### src/rtl/am_demodulator.sv
//==============================================================================
// Module      : am_demodulator
// Description : Envelope-detecting AM demodulator. Four-stage pipeline:
//               S1 absolute value, S2 alpha-max-beta-min magnitude,
//               S3 leaky-integrator carrier (DC) removal, S4 rescale by 1/m
//               with saturation to Q1.11.
// Ports       : i_clk            clock, rising edge
//               i_rst_n          asynchronous active-low reset
//               enable           block enable, low = synchronous flush
//               i_valid          input sample strobe
//               i_am_i/i_am_q    signed 12-bit samples, 8 fractional bits
//               i_inv_mod_index  1/m, unsigned Q4.12
//               o_valid          one-cycle strobe per output sample
//               o_baseband       recovered baseband, signed Q1.11
//               o_dc_level       carrier-level estimate, unsigned, frac 8
// Revision    : 1.0 - initial release
//==============================================================================
`timescale 1ns/1ps
`default_nettype none

module am_demodulator #(
  parameter int DC_SHIFT = 10
) (
  input  logic        i_clk,
  input  logic        i_rst_n,
  input  logic        enable,
  input  logic        i_valid,
  input  logic [11:0] i_am_i,
  input  logic [11:0] i_am_q,
  input  logic [15:0] i_inv_mod_index,
  output logic        o_valid,
  output logic [11:0] o_baseband,
  output logic [11:0] o_dc_level
);

  // Accumulator width: steady state with mag=4095 keeps acc below 4096*2^K.
  localparam int c_ACC_W = 12 + DC_SHIFT;

  // |x| limited to 11 bits; -2048 has no positive twin so it saturates.
  function automatic logic [10:0] abs_sat(input logic [11:0] x);
    logic [10:0] r;
    if (!x[11])
      r = x[10:0];
    else if (x[10:0] == 11'd0)
      r = 11'h7FF;
    else
      r = ~x[10:0] + 11'd1;
    return r;
  endfunction

  logic [3:0]         r_vld;
  logic [10:0]        r_abs_i;
  logic [10:0]        r_abs_q;
  logic [11:0]        r_mag;
  logic [c_ACC_W-1:0] r_acc;
  logic signed [12:0] r_ac;
  logic [11:0]        r_dc;

  logic [10:0]        w_mx;
  logic [10:0]        w_mn;
  logic [11:0]        w_mag;
  logic [11:0]        w_dc_pre;
  logic [c_ACC_W-1:0] w_acc_next;
  logic [11:0]        w_dc_post;
  logic signed [12:0] w_ac;
  logic signed [29:0] w_prod;
  logic signed [29:0] w_shift;
  logic [11:0]        w_bb_sat;

  // S2: alpha = 15/16, beta = 15/32; each shift truncates independently.
  always_comb begin
    w_mx  = (r_abs_i >= r_abs_q) ? r_abs_i : r_abs_q;
    w_mn  = (r_abs_i >= r_abs_q) ? r_abs_q : r_abs_i;
    w_mag = {1'b0, w_mx} - {5'b0, w_mx[10:4]}
          + {2'b0, w_mn[10:1]} - {6'b0, w_mn[10:5]};
  end

  // S3: dc comes from the pre-update accumulator. The sum may pass through
  // the top bit transiently, but the final value always fits, so modular
  // arithmetic gives the exact result.
  always_comb begin
    w_dc_pre   = r_acc[c_ACC_W-1:DC_SHIFT];
    w_acc_next = r_acc + c_ACC_W'(r_mag) - c_ACC_W'(w_dc_pre);
    w_dc_post  = w_acc_next[c_ACC_W-1:DC_SHIFT];
    w_ac       = $signed({1'b0, r_mag}) - $signed({1'b0, w_dc_pre});
  end

  // S4: both operands widened to 30 bits so the low 30 product bits are
  // exact; |ac*inv| < 2^28 so nothing is lost.
  always_comb begin
    w_prod  = $signed({{17{r_ac[12]}}, r_ac}) * $signed({14'b0, i_inv_mod_index});
    w_shift = w_prod >>> 9;
    if (w_shift[29:11] == {19{w_shift[29]}})
      w_bb_sat = w_shift[11:0];
    else if (w_shift[29])
      w_bb_sat = 12'h800;
    else
      w_bb_sat = 12'h7FF;
  end

  always_ff @(posedge i_clk or negedge i_rst_n) begin
    if (!i_rst_n) begin
      r_vld      <= '0;
      r_abs_i    <= '0;
      r_abs_q    <= '0;
      r_mag      <= '0;
      r_acc      <= '0;
      r_ac       <= '0;
      r_dc       <= '0;
      o_baseband <= '0;
      o_dc_level <= '0;
    end else if (!enable) begin
      // Flush: in-flight samples die and the DC tracker restarts from zero.
      r_vld      <= '0;
      r_acc      <= '0;
      o_baseband <= '0;
      o_dc_level <= '0;
    end else begin
      r_vld <= {r_vld[2:0], i_valid};
      if (i_valid) begin
        r_abs_i <= abs_sat(i_am_i);
        r_abs_q <= abs_sat(i_am_q);
      end
      if (r_vld[0]) begin
        r_mag <= w_mag;
      end
      if (r_vld[1]) begin
        r_acc <= w_acc_next;
        r_ac  <= w_ac;
        r_dc  <= w_dc_post;
      end
      // dc level is carried into the output stage so it lines up with o_valid.
      if (r_vld[2]) begin
        o_baseband <= w_bb_sat;
        o_dc_level <= r_dc;
      end
    end
  end

  assign o_valid = r_vld[3];

endmodule

`default_nettype wire

### config.mk
export PLATFORM = sky130hd
export DESIGN_NAME = am_demodulator
export DESIGN_NICKNAME = d
export VERILOG_FILES = /design/src/rtl/am_demodulator.sv
export SDC_FILE = /design/constraint.sdc
export NUM_CORES = 1
export LEC_CHECK = 0
export CORE_AREA = 2 2 195 197
export DETAILED_ROUTE_END_ITERATION = 12
export DIE_AREA = 0 0 197 199
export HOLD_SLACK_MARGIN = 0.05
export SYNTH_ARGS = -nofsm -noshare
export SYNTH_HDL_FRONTEND = slang
export SYNTH_SLANG_ARGS = --single-unit
### constraint.sdc
create_clock -name i_clk -period 11.84 [get_ports i_clk]
set_input_delay 2.368 -clock i_clk [delete_from_list [all_inputs] [get_ports i_clk]]
set_output_delay 2.368 -clock i_clk [all_outputs]
set_load 0.01 [all_outputs]
==> impl_metrics.json <==
{
  "status": "completed",
  "initial_core_util_pct": 39.4,
  "setup_viol": 0,
  "clk_pin_slew_ps": 80,
  "die_area_sq_um": 39200,
  "cts_root_buffer": "clkbuf_16",
  "grt_pass1_wl_microns": 58100,
  "min_path_type": "reg2reg",
  "critical-path-slowest-cell": "clkdlybuf4s50_1",
  "antenna_found_initial": 4,
  "ys_ff_latch": 109,
  "startpoint_type": "input pin",
  "ys_seq_area_share_pct": 18.7,
  "synth-compound-area-share_pct": 12.4,
  "synthFlopType": "dfrtp_1",
  "finClkSkew_ps": 5.84,
  "synth_top_family_by_area": "adder cells",
  "synth_xor_xnor_area_share_pct": 4.07,
  "synth_edf_count": 0,
  "die_h_microns": 199,
  "endpoint_kind": "flip-flop",
  "synthArstFlopShare_pct": 100,
  "cp.arrival_ps": 9570,
  "drt-pass1-iter-count": 5,
  "numCtsBuffers": 9,
  "place_inst": 2109,
  "layout.cells.non_filler": 2127,
  "grt_setup_unrepaired": "no",
  "avgRoutedWirePerCell_microns": 16.0,
  "fp.dieW_microns": 197,
  "drc": 0,
  "cts.htree.levels": 3,
  "syn_nets": 2009,
  "std_cell_rows": 71,
  "clock-sinks": 109,
  "avgSynthCellArea_sq_um": 9.01,
  "clock_latency_ps": 370,
  "cts_resized": 0,
  "fin_crit_ps": 9260,
  "fin_setup_tns_ps": 0,
  "path_class": "in2reg",
  "crit_fanout": 13,
  "clk_path_buf_depth": 2,
  "area_growth_syn_to_layout_pct": 9.50,
  "core_area_sq_um": 37100,
  "syn-cell-area_sq_um": 14600,
  "crit_required_ps": 12150,
  "cap_viol_max_count": 0,
  "drtIter0Drc": 527,
  "totalWireLength_microns": 34100,
  "layout.nets": 2032,
  "port_buffers": 68,
  "gp_congestion": 0.836,
  "max_stage_delay_ps": 890,
  "grt_pass1_vias": 11300,
  "drive_gt1_share_pct": 3.03,
  "num_io_pins": 69,
  "synthSimpleGateAreaFrac_pct": 15.0,
  "cp_cell_sequence": "clkdlybuf4s50_1 > nand2_1 > fa_1 > inv_1 > fa_1 > fa_1 > fa_1 > inv_1 > fa_1 > inv_1 > ha_1 > ha_1 > nand4_1 > a211oi_2 > o211ai_1 > nand4_2 > a31o_2 > a21oi_1 > xnor2_1 > or4b_1 > a211oi_2 > a221o_1",
  "hold_violations": 0,
  "synth_mux_area_share_pct": 2.53,
  "whs_ps": 483,
  "synthCells": 1623,
  "rrSetupSlack_ps": 4440,
  "cts_tree": "done",
  "place_area_sq_um": 15700,
  "cts_hold_buf": 0,
  "vias": 10900,
  "worst_pin_slew_ps": 1010,
  "slew_headroom_pct": 32.8,
  "gr-total-overflow": 0,
  "timing.fmax_mhz": 108,
  "final_max_slew_viol_count": 0,
  "ant_nets": 0,
  "grt_start_max_net_pins": 69,
  "via_per_inst": 5.11,
  "synth_cell_types": 65,
  "yosys_warnings": 0,
  "fin_area_sq_um": 16000,
  "finalCritPeriodShare_pct": 78.2,
  "dp_hpwl_microns": 27400,
  "cts_setup_buffers": 0,
  "grtUsageTotal_pct": 18.6,
  "crit_top_cell": "fa_1",
  "synth_fa_ha_area_share_pct": 38.5
}
path summary, 6_finish.rpt:
check / to / startpoint / cells past startpoint
min in group asynchronous: o_dc_level[8] / i_rst_n / 1
max in group asynchronous: o_baseband[7] / i_rst_n / 2
worst min register to register: r_dc[11] / r_dc[11] / 2
worst max-delay path: o_baseband[6] / i_inv_mod_index[13] / 22
worst max register to register: o_baseband[6] / r_ac[12] / 19
worst min-delay path: r_dc[11] / r_dc[11] / 2
critical path: cells and delay by family:
family	cells	cell delay (ps)
buffers and inverters	4	1050
XOR/XNOR	1	190
adder cells (fa/ha/maj)	7	3260
AO/OA/AOI/OAI	6	1680
AND/OR/NAND/NOR	4	1010
metrics by stage:
stage	setup WS, ps	util (%)
after floorplan	3590	-
after global placement	2350	42.3
after detailed placement	2210	42.3
after CTS	2570	43.1
after global routing	2160	43.1
final	2580	43.1
cell type report:
type / instances / area, sq um
antenna: 2 / 5.00
clock buffer: 10 / 239
clock inverter: 6 / 80.1
fill: 3657 / 21100
inverter: 279 / 1050
multi-input combinational: 1174 / 10600
sequential: 109 / 2730
tap: 474 / 593
timing repair buffer: 73 / 716
placed cells by master, fill, tap and decap left out, drive strengths merged, types with 16 or more instances in the layout:
master	Yosys	layout
nand2b	21	21
inv	279	281
a21boi	17	17
o21ai	58	58
xnor2	39	39
xor2	29	29
o31ai	18	18
and2	89	89
nor2b	16	16
nand2	184	184
a21o	29	29
dfrtp	109	109
fa	180	180
mux2i	28	28
nor2	86	86
ha	162	162
a21oi	67	67
clkdlybuf4s50	0	67
layer usage:
metal	share of wire [%]	global-route usage, %	vias to the layer above
met5	0.088	0	-
met4	3.2	7.05	4
met3	3.1	2.56	64
met2	50	32.7	163
met1	43	23.4	5359
li1	-	-	5273
synth_stat cells, types with 2 or more instances:
master | n | area share [%]
buf_6 | 2 | 0.15
or2_2 | 3 | 0.13
o31ai_1 | 18 | 0.92
o211ai_1 | 6 | 0.31
fa_1 | 180 | 25
mux2_2 | 8 | 0.62
nand2b_1 | 21 | 0.90
o41ai_1 | 2 | 0.12
ha_1 | 162 | 14
o21a_1 | 13 | 0.67
clkbuf_1 | 55 | 1.4
nand4_1 | 9 | 0.38
nor3_1 | 12 | 0.41
or3_1 | 12 | 0.51
nand2_1 | 184 | 4.7
o311a_1 | 2 | 0.14
and2_1 | 89 | 3.8
o21ai_0 | 49 | 1.7
a21oi_2 | 3 | 0.18
a21boi_0 | 15 | 0.77
nor2b_1 | 16 | 0.68
a31oi_1 | 4 | 0.17
a21oi_1 | 63 | 2.2
a211o_1 | 4 | 0.24
mux2i_1 | 28 | 1.9
xnor2_1 | 39 | 2.3
nor3b_1 | 3 | 0.15
o21ai_1 | 8 | 0.27
nor2_1 | 86 | 2.2
a21o_1 | 29 | 1.5
a221o_1 | 12 | 0.82
a211oi_1 | 5 | 0.26
inv_1 | 278 | 7.1
and3_1 | 4 | 0.17
a22oi_1 | 10 | 0.51
xor2_1 | 29 | 1.7
o22ai_1 | 4 | 0.17
buf_1 | 3 | 0.077
dfrtp_1 | 109 | 19
nand3_1 | 13 | 0.44
a21boi_1 | 2 | 0.10
a211oi_2 | 3 | 0.26
a311oi_1 | 4 | 0.24
logic make-up (layout without fill, tap and decap cells):
group	after synthesis	in the layout
AND/OR/NAND/NOR	459	459
adder cells (fa/ha/maj)	342	342
buffers and inverters	340	368
AO/OA/AOI/OAI	269	269
flip-flops	109	109
XOR/XNOR	68	68
multiplexers	36	36
other	0	2
registers in the layout, summed over array words and instances (netlist names):
name        flops
o_baseband     12
o_dc_level     12
r_abs_i        11
r_abs_q        11
r_ac           13
r_acc          22
r_dc           12
r_mag          12
r_vld           4
Power is not shown: default switching activity piles up to over one toggle a cycle in this logic, so the estimate is an artifact.
